[src/rtl/uart_tx_arbiter.sv]
`default_nettype none
// ============================================================================
// Module      : uart_tx_arbiter
// Description : Round-robin arbiter/sequencer that shares one UART transmitter
//               between NREQ byte producers. Latches one byte from the winner,
//               pulses tx_send, then follows tx_done through the whole frame
//               before granting again. A requester keeps the channel locked
//               until it sends a byte marked req_last, or until it has left
//               req low for LOCK_TIMEOUT idle cycles.
// Ports       : clock, reset        - clock, synchronous active-high reset
//               req/req_data/req_last - per-requester request, byte, end-of-burst
//               ack                 - one-cycle pulse to the accepted requester
//               grant_id, locked    - last accepted requester, channel reserved
//               busy                - a byte is in flight
//               tx_data, tx_send    - to transmitter txdata / send
//               tx_done             - from transmitter txdone (high = idle)
// Revision    : 1.0 - initial release
// ============================================================================
module uart_tx_arbiter #(
  parameter int NREQ         = 4,
  parameter int LOCK_TIMEOUT = 255
) (
  input  logic              clock,
  input  logic              reset,
  input  logic [NREQ-1:0]   req,
  input  logic [8*NREQ-1:0] req_data,
  input  logic [NREQ-1:0]   req_last,
  output logic [NREQ-1:0]   ack,
  output logic [2:0]        grant_id,
  output logic              locked,
  output logic              busy,
  output logic [7:0]        tx_data,
  output logic              tx_send,
  input  logic              tx_done
);

  localparam logic [7:0] TIMEOUT_C = 8'(LOCK_TIMEOUT);
  localparam logic [3:0] NREQ_C    = 4'(NREQ);
  localparam logic [2:0] LAST_ID_C = 3'(NREQ - 1);

  typedef enum logic [1:0] {
    IDLE      = 2'd0,
    WAIT_BUSY = 2'd1,
    WAIT_DONE = 2'd2
  } state_t;

  state_t      state, state_nxt;
  logic [2:0]  ptr, ptr_nxt;
  logic [7:0]  lock_cnt, lock_cnt_nxt;
  logic [NREQ-1:0] ack_nxt;
  logic [2:0]  grant_nxt;
  logic        locked_nxt;
  logic [7:0]  data_nxt;
  logic        send_nxt;

  // Request vectors zero-padded to 8 bits so they can be indexed by any
  // 3-bit requester id regardless of NREQ.
  logic [7:0]  req_pad;
  logic [7:0]  last_pad;
  logic [3:0]  cand;
  logic        win_found;
  logic [2:0]  win_id;
  logic [7:0]  win_data;
  logic [7:0]  win_onehot;

  always_comb begin
    req_pad  = '0;
    last_pad = '0;
    for (int i = 0; i < NREQ; i++) begin
      req_pad[i]  = req[i];
      last_pad[i] = req_last[i];
    end
  end

  // Winner selection. While locked only the owner is eligible; otherwise the
  // search starts at the pointer and wraps, first set bit wins.
  always_comb begin
    win_found = 1'b0;
    win_id    = '0;
    cand      = '0;
    if (locked) begin
      win_found = req_pad[grant_id];
      win_id    = grant_id;
    end else begin
      for (int i = 0; i < NREQ; i++) begin
        cand = {1'b0, ptr} + 4'(i);
        if (cand >= NREQ_C) begin
          cand = cand - NREQ_C;
        end
        if (!win_found && req_pad[cand[2:0]]) begin
          win_found = 1'b1;
          win_id    = cand[2:0];
        end
      end
    end
  end

  always_comb begin
    win_data = '0;
    for (int i = 0; i < NREQ; i++) begin
      if (win_id == 3'(i)) begin
        win_data = req_data[8*i +: 8];
      end
    end
  end

  assign win_onehot = 8'd1 << win_id;

  always_comb begin
    state_nxt    = state;
    ptr_nxt      = ptr;
    lock_cnt_nxt = lock_cnt;
    ack_nxt      = '0;
    send_nxt     = 1'b0;
    grant_nxt    = grant_id;
    locked_nxt   = locked;
    data_nxt     = tx_data;
    case (state)
      IDLE: begin
        if (tx_done && win_found) begin
          data_nxt     = win_data;
          ack_nxt      = win_onehot[NREQ-1:0];
          send_nxt     = 1'b1;
          grant_nxt    = win_id;
          locked_nxt   = ~last_pad[win_id];
          lock_cnt_nxt = '0;
          ptr_nxt      = (win_id == LAST_ID_C) ? 3'd0 : win_id + 3'd1;
          state_nxt    = WAIT_BUSY;
        end else if (locked && !req_pad[grant_id]) begin
          // Owner went quiet: drop the lock once it has idled long enough.
          if (lock_cnt == TIMEOUT_C - 8'd1) begin
            locked_nxt   = 1'b0;
            lock_cnt_nxt = '0;
          end else begin
            lock_cnt_nxt = lock_cnt + 8'd1;
          end
        end
      end
      WAIT_BUSY: begin
        // The transmitter needs a cycle to see send before txdone falls.
        if (!tx_done) begin
          state_nxt = WAIT_DONE;
        end
      end
      WAIT_DONE: begin
        if (tx_done) begin
          state_nxt = IDLE;
        end
      end
      default: begin
        state_nxt = IDLE;
      end
    endcase
  end

  always_ff @(posedge clock) begin
    if (reset) begin
      state    <= IDLE;
      ptr      <= '0;
      lock_cnt <= '0;
      ack      <= '0;
      tx_send  <= 1'b0;
      tx_data  <= '0;
      grant_id <= '0;
      locked   <= 1'b0;
    end else begin
      state    <= state_nxt;
      ptr      <= ptr_nxt;
      lock_cnt <= lock_cnt_nxt;
      ack      <= ack_nxt;
      tx_send  <= send_nxt;
      tx_data  <= data_nxt;
      grant_id <= grant_nxt;
      locked   <= locked_nxt;
    end
  end

  assign busy = (state != IDLE);

endmodule
`default_nettype wire

[config.mk]
export PLATFORM = sky130hd
export DESIGN_NAME = uart_tx_arbiter
export DESIGN_NICKNAME = d
export VERILOG_FILES = /design/src/rtl/uart_tx_arbiter.sv
export SDC_FILE = /design/constraint.sdc
export NUM_CORES = 1
export LEC_CHECK = 0
export ABC_CLOCK_PERIOD_IN_PS = 3800
export CORE_UTILIZATION = 45
export DETAILED_ROUTE_END_ITERATION = 8
export PLACE_DENSITY = 0.81
export SETUP_SLACK_MARGIN = 0.05
export SLEW_MARGIN = 20
export SYNTH_ARGS = -nofsm -noshare
export SYNTH_HDL_FRONTEND = slang
export SYNTH_SLANG_ARGS = --single-unit
[constraint.sdc]
create_clock -name clock -period 3.8 [get_ports clock]
set_input_delay 0.76 -clock clock [delete_from_list [all_inputs] [get_ports clock]]
set_output_delay 0.76 -clock clock [all_outputs]
set_load 0.02 [all_outputs]
---- Word level (Yosys, flattened, before mapping) ----
Cells that the tools add are included.
storage, ports and cells
  bits in registers ....................... 30
  input port bits ......................... 43
  output and inout bits ................... 18
  word-level logic and storage cells ...... 109
cells by class
  add/subtract/negate cells ............... 9
  order comparisons ....................... 10
  eq/ne operators ......................... 9
  shifts and indexed selects .............. 1
  multiplexer cells ....................... 49
  bitwise gates (word level) .............. 3
  reduce and logical (&&, ||, !) cells .... 20
operator list
  cell                 number
  $mux 8               7
  $mux 3               14
  $lt 3x4->1 const B   6
  $bmux 1 s3           6
  $mux 1               18
  $ge 4x3->1 const B   3
  $sub 3x3->3 const B  4
  $add 3x2->4 const B  2
  $add 8x1->8 const B  1
  $eq 8x8->1 const B   1
  $eq 3x2->1 const B   2
  $mux 2               3
  $ne 2x2->1 const B   3
  $pmux 2 s3           1
  $reduce_and 3->1     2
  $reduce_bool 2->1    3
  $logic_and 1x1->1    5
  $add 3x1->4 const B  1
  $logic_not 1->1      4
  $reduce_and 2->1     2
  $shl 1x3->4 const A  1
  $add 3x1->3 const B  1
  $eq 3x1->1 const B   1
  $ge 3x3->1 const B   1
  7 further kinds      9

---- Logic depth before layout (Yosys ltp) ----
Gate-level depths: netlist of the first run.
  depth after elaboration ................. 24
  gate-level depth with buffers ........... 16
  gate-level depth less buffers ........... 14

---- Least setup slack after synthesis of the first run ----
Ideal clock, no wire load.
  path kind ............................... reg2reg
  start point ............................. reg ptr[1]
  end point ............................... reg tx_data[2]
  library setup time ...................... 0.087 ns
  data arrival time ....................... 3.287 ns
  required time ........................... 3.713 ns
  slack ................................... 0.426 ns
  stages on the path, launching flop included .. 17
  buffers on the path ..................... 2
  period minus slack after synthesis ...... 3.374 ns
  path through ............................ dfxtp_1 -> buf_2 -> inv_1 -> ha_1 -> mux4_2 -> nand2_1 -> nand2_1 -> o311ai_2 -> and2_1 -> inv_1 -> ha_1 -> and3b_1 -> buf_1 -> a222oi_1 -> nor3_1 -> a21oi_1 -> a211oi_1
between the ends
  word-level cells in the longest chain between the ends .. 24
  elaborated cells on any way between the ends .. 56
  those cells by class .................... add/sub: 7; order compare: 4; eq/ne: 3; mux: 33; reduce/logical: 9
ends and longest elaborated chain
  element                                                               RTL line  RTL
  start, declared                                                       48        logic [2:0] ptr, ptr_nxt;
  start signal, assigned                                                168       ptr <= ptr_nxt;
  parallel branches: the longest is 17 deep, another holds $add 3x1->4  n/a
  $mux 3 *                                                              90        if (!win_found && req_pad[cand[2:0]]) begin
  $mux 3 *                                                              81        if (locked) begin
  net win_id[1]                                                         62        logic [2:0] win_id;
  $logic_not 3->1                                                       101       if (win_id == 3'(i)) begin
  $mux 8 (3 in a row)                                                   101
  $mux 8 *                                                              101
  end signal, assigned                                                  172       tx_data <= data_nxt;
  end, declared                                                         32        output logic [7:0] tx_data,
Mark *: on every way through the listed nets, which the timed path passes. The select of a mux whose other input is x is not followed.
A chain may end at the register's enable or synchronous reset.

---- Worst setup path after layout of the first run ----
  start point ............................. in req[0]
  end point ............................... reg tx_data[0]
between the ends
  word-level cells in the longest chain between the ends .. 21
  elaborated cells on any way between the ends .. 39
  those cells by class .................... eq/ne: 3; mux: 27; reduce/logical: 9
ends and longest elaborated chain
  element                       RTL line  RTL
  start, declared               25        input logic [NREQ-1:0] req,
  $bmux 1 s3                    90
  $mux 1 (not written as such)  90
  $mux 1                        90
  $mux 1                        81
  $logic_not 1->1               90
  $logic_and 1x1->1             90
  $mux 1                        90
  $mux 1                        81
  (+4 left out)                 n/a
  $logic_not 1->1               90
  $logic_and 1x1->1             90
  $mux 3 *                      90
  $mux 3 *                      81
  net win_id[1]                 62
  $logic_not 3->1               101
  $mux 8 (3 in a row)           101
  $mux 8 *                      101
Mark *: on every way through the listed nets, which the timed path passes. The rest lies on a longest branch. The select of a mux whose other input is x is not followed.

==> qor.csv, run 1 <==
metric;value;unit
clock_sinks;30;
die_x;68.3;um
ctsHoldBuffers;0;
gp_congestion;0.849;
fmax;278;MHz
ys_seq_area_frac;0.304;
initialDrtViolationCount;92;
grt_start_max_net_pins;21;
vias;1850;
power;2.23;mW
dieArea;4660;um^2
ir_drop;0.364;mV
yosysMostFrequentCell;nor2_1;
fin_util;0.678;
worstReg2RegEnd;tx_data[0];
fillers;349;
grt_antenna_before_repair;0;
slew_headroom;0.338;
globalRouteTotalUtil;0.218;
dr.pass1.iters;6;
ys_warn_count;0;
syn2layout_area_growth;41.1;%
min-delay-start;state[1];
drc_errors;0;
fin_crit;3.60;ns
grt_pass1_wl;7510;um
synth_cells;219;
max_cap_violations;0;
min_delay_path_depth;1;
slowest_stage;mux4_2;
nets;340;
cts_tree;built;
core_region_area;4120;um^2
register_area;601;um^2
yosysTopAreaCell;dfxtp_1;
initial_core_util;0.481;
multi_input_area;1270;um^2
fin_ws;0.201;ns
rows;23;
grt_overflow_total;0;
cp_cell_sequence;clkdlybuf4s50_1 -> mux4_2 -> a221oi_2 -> nand2_1 -> o311ai_4 -> and2_4 -> inv_1 -> ha_1 -> and2_2 -> a222oi_1 -> nor3_1 -> a21oi_1 -> a211oi_2;
setup_viol;0;
leakagePower;1.04;nW
rsz0062_at_grt;false;
synth_nets;270;
finalWirelength;4930;um
end_kind;flop;
finalHoldViolCount;0;
synth.avg_cell_area;9.03;um^2
required;3.92;ns
clkLatencyLatePin;0.28;ns
die_y;68.3;um
netlist_area;1980;um^2
synth_area_leaders;dfxtp_1 30%, nor2_1 7.6%, ha_1 5.1%;
ant_nets;0;
finalCritPeriodShare;0.947;
root_buffer;clkbuf_8;
drive_gt1_frac;0.197;
synthTopCellsByCount;40 x nor2_1, 30 x dfxtp_1, 16 x nor3_1;
r2r_cells;14;
timing.rr.start;ptr[1];
rrSetupSlack;0.34;ns
hp-class;reg -> reg;
max-clock-path-buffers;2;
boundaryPins;61;
grt_pass1_vias;1661;
cp_max_fo;8;
start_kind;input port;
setup.worst_path.class;in -> reg;
hold_end;state[0];
drt-wirelength-per-cell;14.5;um
slew_violations;0;
cts.clk_slew.worst_paths;0.06;ns
max_stage_delay;0.50;ns
netlist.area_leader.share;0.304;
synth_seq_cells;30;
yosysUniqueCellTypes;54;
cts-buffers-inserted;5;
hpwl;3650;um
worst_slew_pin_slew;0.992;ns
p_per_area;799;nW/um^2
synth_edf_count;0;
status;completed;
cp.arrival;3.72;ns
synthFlopType;dfxtp_1;
diodes;0;
pre_cts_slack;-0.0650;ns
numPortBuffers;60;
fin_worst_skew;0.00594;ns
synthArstFlopShare;0;
htreeDepth;2;
routed_via_density;5.44;
[how the worst max path moves through the flow]
stage	start	endpoint	slack, ns	cells after the start
after floorplan	ptr[1]	tx_data[2]	0.43	16
after global placement	req[0]	tx_data[0]	0.05	13
after detailed placement	req[0]	tx_data[0]	-0.06	13
after CTS	req[0]	tx_data[0]	0.25	13
after global routing	req[0]	tx_data[7]	0.02	13
final	req[0]	tx_data[0]	0.20	13
[cells by family after synthesis]
kind of cell,synth area share
muxes,0.108
adders and majority gates,0.0506
xor gates and xnor gates,0.0354
and+or+nand+nor,0.219
buffers and inverters,0.0620
AOI/OAI and AO/OA,0.222
DFF,0.304
[flip-flops by register name, summed over array words and instances, names as in the netlist]
signal,cells
locked,1
lock_cnt,8
grant_id,3
ptr,3
tx_send,1
tx_data,8
state,2
ack,4
[worst max-delay path, delay by kind of cell]
kind                     cells  cell delay [ns]
buffers and inverters        2             0.52
multiplexers                 1             0.50
AO/OA/AOI/OAI                5             1.11
AND/OR/NAND/NOR              4             0.64
adder cells (fa/ha/maj)      1             0.18
[final cells by class]
cell class,instances,area share
multi-input combinational,164,0.455
timing repair buffer,75,0.256
sequential,30,0.215
clock buffer,7,0.0309
tap,50,0.0224
inverter,13,0.0193
clock inverter,1,0.00179
[cell usage in the layout, fill, tap and decap left out, types with 7 or more instances in the layout]
| cell | instances |
|---|---|
| ha_1 | 8 |
| a21oi_1 | 9 |
| nor2_1 | 40 |
| nand2_1 | 12 |
| a211oi_2 | 7 |
| a222oi_1 | 8 |
| clkdlybuf4s50_1 | 60 |
| nor3_1 | 16 |
| xnor2_1 | 8 |
| dfxtp_1 | 30 |
| buf_4 | 15 |
| inv_1 | 12 |
[routing by layer]
layer	track usage	vias up	part of all wire
li1	-	934	-
met1	0.279	826	0.45
met2	0.357	79	0.44
met3	0.0483	11	0.092
met4	0.0781	0	0.021
met5	0	-	0
[power breakdown]
group / internal, mW / switching, mW
Sequential: 0.397 / 0.0587
Combinational: 0.707 / 0.802
Clock: 0.146 / 0.118
Total: 1.25 / 0.979
[through the flow]
stage	TNS (ns)	instance area (um^2)	hold slack, ns	instances
6_report	0	2790	0.497	340
5_1_grt	0	2790	0.514	340
4_1_cts	0	2770	0.498	339
3_5_place_dp	-0.0773	2680	0.487	331
3_3_place_gp	0	2680	0.462	331
2_1_floorplan	0	1980	0.445	219
[repair_timing]
action / 4_1_cts / 5_1_grt
endpoints found under the setup margin: 0 / 4
buffers inserted: 0 / 1
gates resized for setup: 0 / 3
Power figures use the tool's default switching activity.
==> inputs of run 2 (changes only) <==
--- a/config.mk
+++ b/config.mk
@@ -8,8 +8,10 @@
 export ABC_CLOCK_PERIOD_IN_PS = 3800
 export CORE_UTILIZATION = 45
 export DETAILED_ROUTE_END_ITERATION = 8
+export GPL_TIMING_DRIVEN = 0
 export PLACE_DENSITY = 0.81
 export SETUP_SLACK_MARGIN = 0.05
+export SKIP_LAST_GASP = 1
 export SLEW_MARGIN = 20
 export SYNTH_ARGS = -nofsm -noshare
 export SYNTH_HDL_FRONTEND = slang
==> qor.csv, run 2 (synthesis gave the netlist of run 1 again) <==
metric;value;unit;change
finalHoldViolCount;0;;unchanged
end_kind;flop;;unchanged
top_regs;lock_cnt (8), tx_data (8), ack (4);;unchanged
min_delay_path_depth;1;;unchanged
worst_slew_pin_slew;0.624;ns;was 0.992 ns
pre_cts_slack;-0.442;ns;was -0.0650 ns
finalWirelength;4810;um;was 4930 um
routed_via_density;5.47;;was 5.44
fin_hold_ws;0.476;ns;was 0.497 ns
root_buffer;clkbuf_8;;unchanged
worstReg2RegEnd;tx_data[5];;was tx_data[0]
ctsHoldBuffers;0;;unchanged
rows;23;;unchanged
required;3.94;ns;was 3.92 ns
min-delay-start;state[1];;unchanged
slew_headroom;0.584;;was 0.338
vias;1832;;was 1850
placedInstanceArea;2630;um^2;was 2680 um^2
initialDrtViolationCount;86;;was 92
seqPwrFrac;0.204;;was 0.205
grt_start_max_net_pins;11;;was 21
p_per_area;803;nW/um^2;was 799 nW/um^2
clkPwrFrac;0.117;;was 0.118
slew_violations;0;;unchanged
cts_tree;built;;unchanged
hpwl;3590;um;was 3650 um
fin_ws;0.294;ns;was 0.201 ns
numPortBuffers;59;;was 60
setup_viol;0;;unchanged
cp.arrival;3.64;ns;was 3.72 ns
internal_power;1.24;mW;was 1.25 mW
initial_core_util;0.481;;unchanged
fin_crit;3.51;ns;was 3.60 ns
power.net_switching;0.981;mW;was 0.979 mW
timing.rr.start;ptr[1];;unchanged
clock_sinks;30;;unchanged
cp_cell_sequence;dlygate4sd2_1 -> mux4_2 -> a221oi_2 -> nand2_1 -> o311ai_4 -> and2_4 -> inv_1 -> ha_1 -> and2_2 -> a222oi_1 -> nor3_1 -> a21oi_1 -> a211oi_2;;was clkdlybuf4s50_1 -> mux4_2 -> a221oi_2 -> nand2_1 -> o311ai_4 -> and2_4 -> inv_1 -> ha_1 -> and2_2 -> a222oi_1 -> nor3_1 -> a21oi_1 -> a211oi_2
die_x;68.3;um;unchanged
max_cap_violations;0;;unchanged
multi_input_area;1280;um^2;was 1270 um^2
boundaryPins;61;;unchanged
syn2layout_area_growth;39.6;%;was 41.1%
drc_errors;0;;unchanged
slowest_stage;mux4_2;;unchanged
drive_gt1_frac;0.182;;was 0.197
nets;335;;was 340
max-clock-path-buffers;2;;unchanged
cp_num_buf_inv;2;;unchanged
combPwrFrac;0.679;;was 0.677
fillers;353;;was 349
globalRouteTotalUtil;0.213;;was 0.218
die_y;68.3;um;unchanged
status;completed;;unchanged
finalCritPeriodShare;0.923;;was 0.947
max_stage_delay;0.53;ns;was 0.50 ns
cts.clk_slew.worst_paths;0.06;ns;about the same
cts-buffers-inserted;5;;unchanged
design_area;2760;um^2;was 2790 um^2
cp_num_cells;13;;unchanged
drt-wirelength-per-cell;14.4;um;was 14.5 um
dr.pass1.iters;7;;was 6
leakagePower;1.03;nW;was 1.04 nW
register_area;601;um^2;unchanged
grt_antenna_before_repair;0;;unchanged
rrSetupSlack;0.32;ns;was 0.34 ns
setup.worst_path.class;in -> reg;;unchanged
timing.critical_path.from;req[2];;was req[0]
grt_pass1_wl;7330;um;was 7510 um
fmax;285;MHz;was 278 MHz
critPathTopFamily;compound AO/OA/AOI/OAI gates;;unchanged
ir_drop;0.315;mV;was 0.364 mV
worstSetupEndpoint;tx_data[5];;was tx_data[0]
mostFrequentLayoutCell;clkdlybuf4s50_1;;unchanged
dieArea;4660;um^2;unchanged
swShare;0.443;;was 0.439
hp-class;reg -> reg;;unchanged
cp_max_fo;8;;unchanged
core_region_area;4120;um^2;unchanged
rsz0062_at_grt;false;;unchanged
fin_worst_skew;0.00556;ns;was 0.00594 ns
diodes;0;;unchanged
clkLatencyLatePin;0.28;ns;about the same
start_kind;input port;;unchanged
r2r_cells;15;;was 14
ant_nets;0;;unchanged
grt_overflow_total;0;;unchanged
htreeDepth;2;;unchanged
final_cell_mix;55 x clkdlybuf4s50_1, 40 x nor2_1, 30 x dfxtp_1;;was 60 x clkdlybuf4s50_1, 40 x nor2_1, 30 x dfxtp_1
grt_pass1_vias;1622;;was 1661
gp_congestion;0.898;;was 0.849
run 2: cell count changes in the layout (fill, tap and decap cells not counted):
| cell | previous run | this run |
|---|---|---|
| and3b_1 | 1 | 0 |
| and3b_2 | 0 | 1 |
| buf_4 | 15 | 2 |
| buf_6 | 0 | 3 |
| clkbuf_1 | 1 | 4 |
| clkbuf_2 | 0 | 2 |
| clkbuf_4 | 0 | 1 |
| clkdlybuf4s50_1 | 60 | 55 |
| dlygate4sd2_1 | 0 | 2 |
| dlymetal6s2s_1 | 0 | 2 |
| ha_1 | 8 | 7 |
| ha_4 | 0 | 1 |
run 2: stage by stage:
| stage | std cells | utilization | setup TNS [ns] | power, mW |
|---|---|---|---|---|
| 2_1_floorplan | 219 | - | 0 | 1.52 |
| 4_1_cts | 333 | 0.662 | 0 | 2.19 |
| 3_3_place_gp | 328 | 0.639 | -2.79 | 1.87 |
| 6_report | 335 | 0.671 | 0 | 2.22 |
| 5_1_grt | 335 | 0.671 | 0 | 2.39 |
| 3_5_place_dp | 328 | 0.639 | -3.70 | 1.89 |
run 2: worst register-to-register path, stage by stage (launching register included):
cell and delay (ns):
dfxtp_1 0.33, clkbuf_4 0.19, inv_1 0.13, ha_4 0.32, mux4_2 0.52, nand2_1 0.11, nand2_1 0.10, o311ai_4 0.27
and2_4 0.23, inv_1 0.06, ha_1 0.18, and2_2 0.23, a222oi_1 0.30, nor3_1 0.09, a21oi_1 0.19, a211oi_2 0.10
run 2: layout make-up:
class,instances,area share
multi-input cells,164,0.464
repair buffers,61,0.220
flip-flops and latches,30,0.217
clock buffers,7,0.0313
plain buffers,9,0.0227
well taps,50,0.0227
inverters,13,0.0195
clock inverters,1,0.00181
run 2: layer usage:
metal  share of wire  GRT usage
met1            0.44      0.260
met2            0.45      0.358
met3           0.096     0.0517
met4           0.014     0.0781
met5               0          0
run 2: worst min path at each step:
stage,endpoint,slack (ns)
final,state[0],0.48
after global routing,state[0],0.50
after CTS,state[0],0.48
after detailed placement,state[0],0.47
after global placement,state[0],0.46
after floorplan,state[0],0.44
run 2: power groups by stage:
stage / Clock (mW) / Combinational [mW] / Sequential, mW
5_1_grt: 0.279 / 1.65 / 0.465
6_report: 0.260 / 1.51 / 0.452
4_1_cts: 0.267 / 1.47 / 0.453
2_1_floorplan: 0 / 0.986 / 0.529
3_5_place_dp: 0 / 1.43 / 0.459
3_3_place_gp: 0 / 1.41 / 0.457
run 2: timing repair:
action / in CTS / in global routing
gates resized for setup: 6 / 8
pin swaps: 3 / 4
cloned: 0 / 0
setup buffers: 0 / 2
endpoints found under the setup margin: 9 / 9
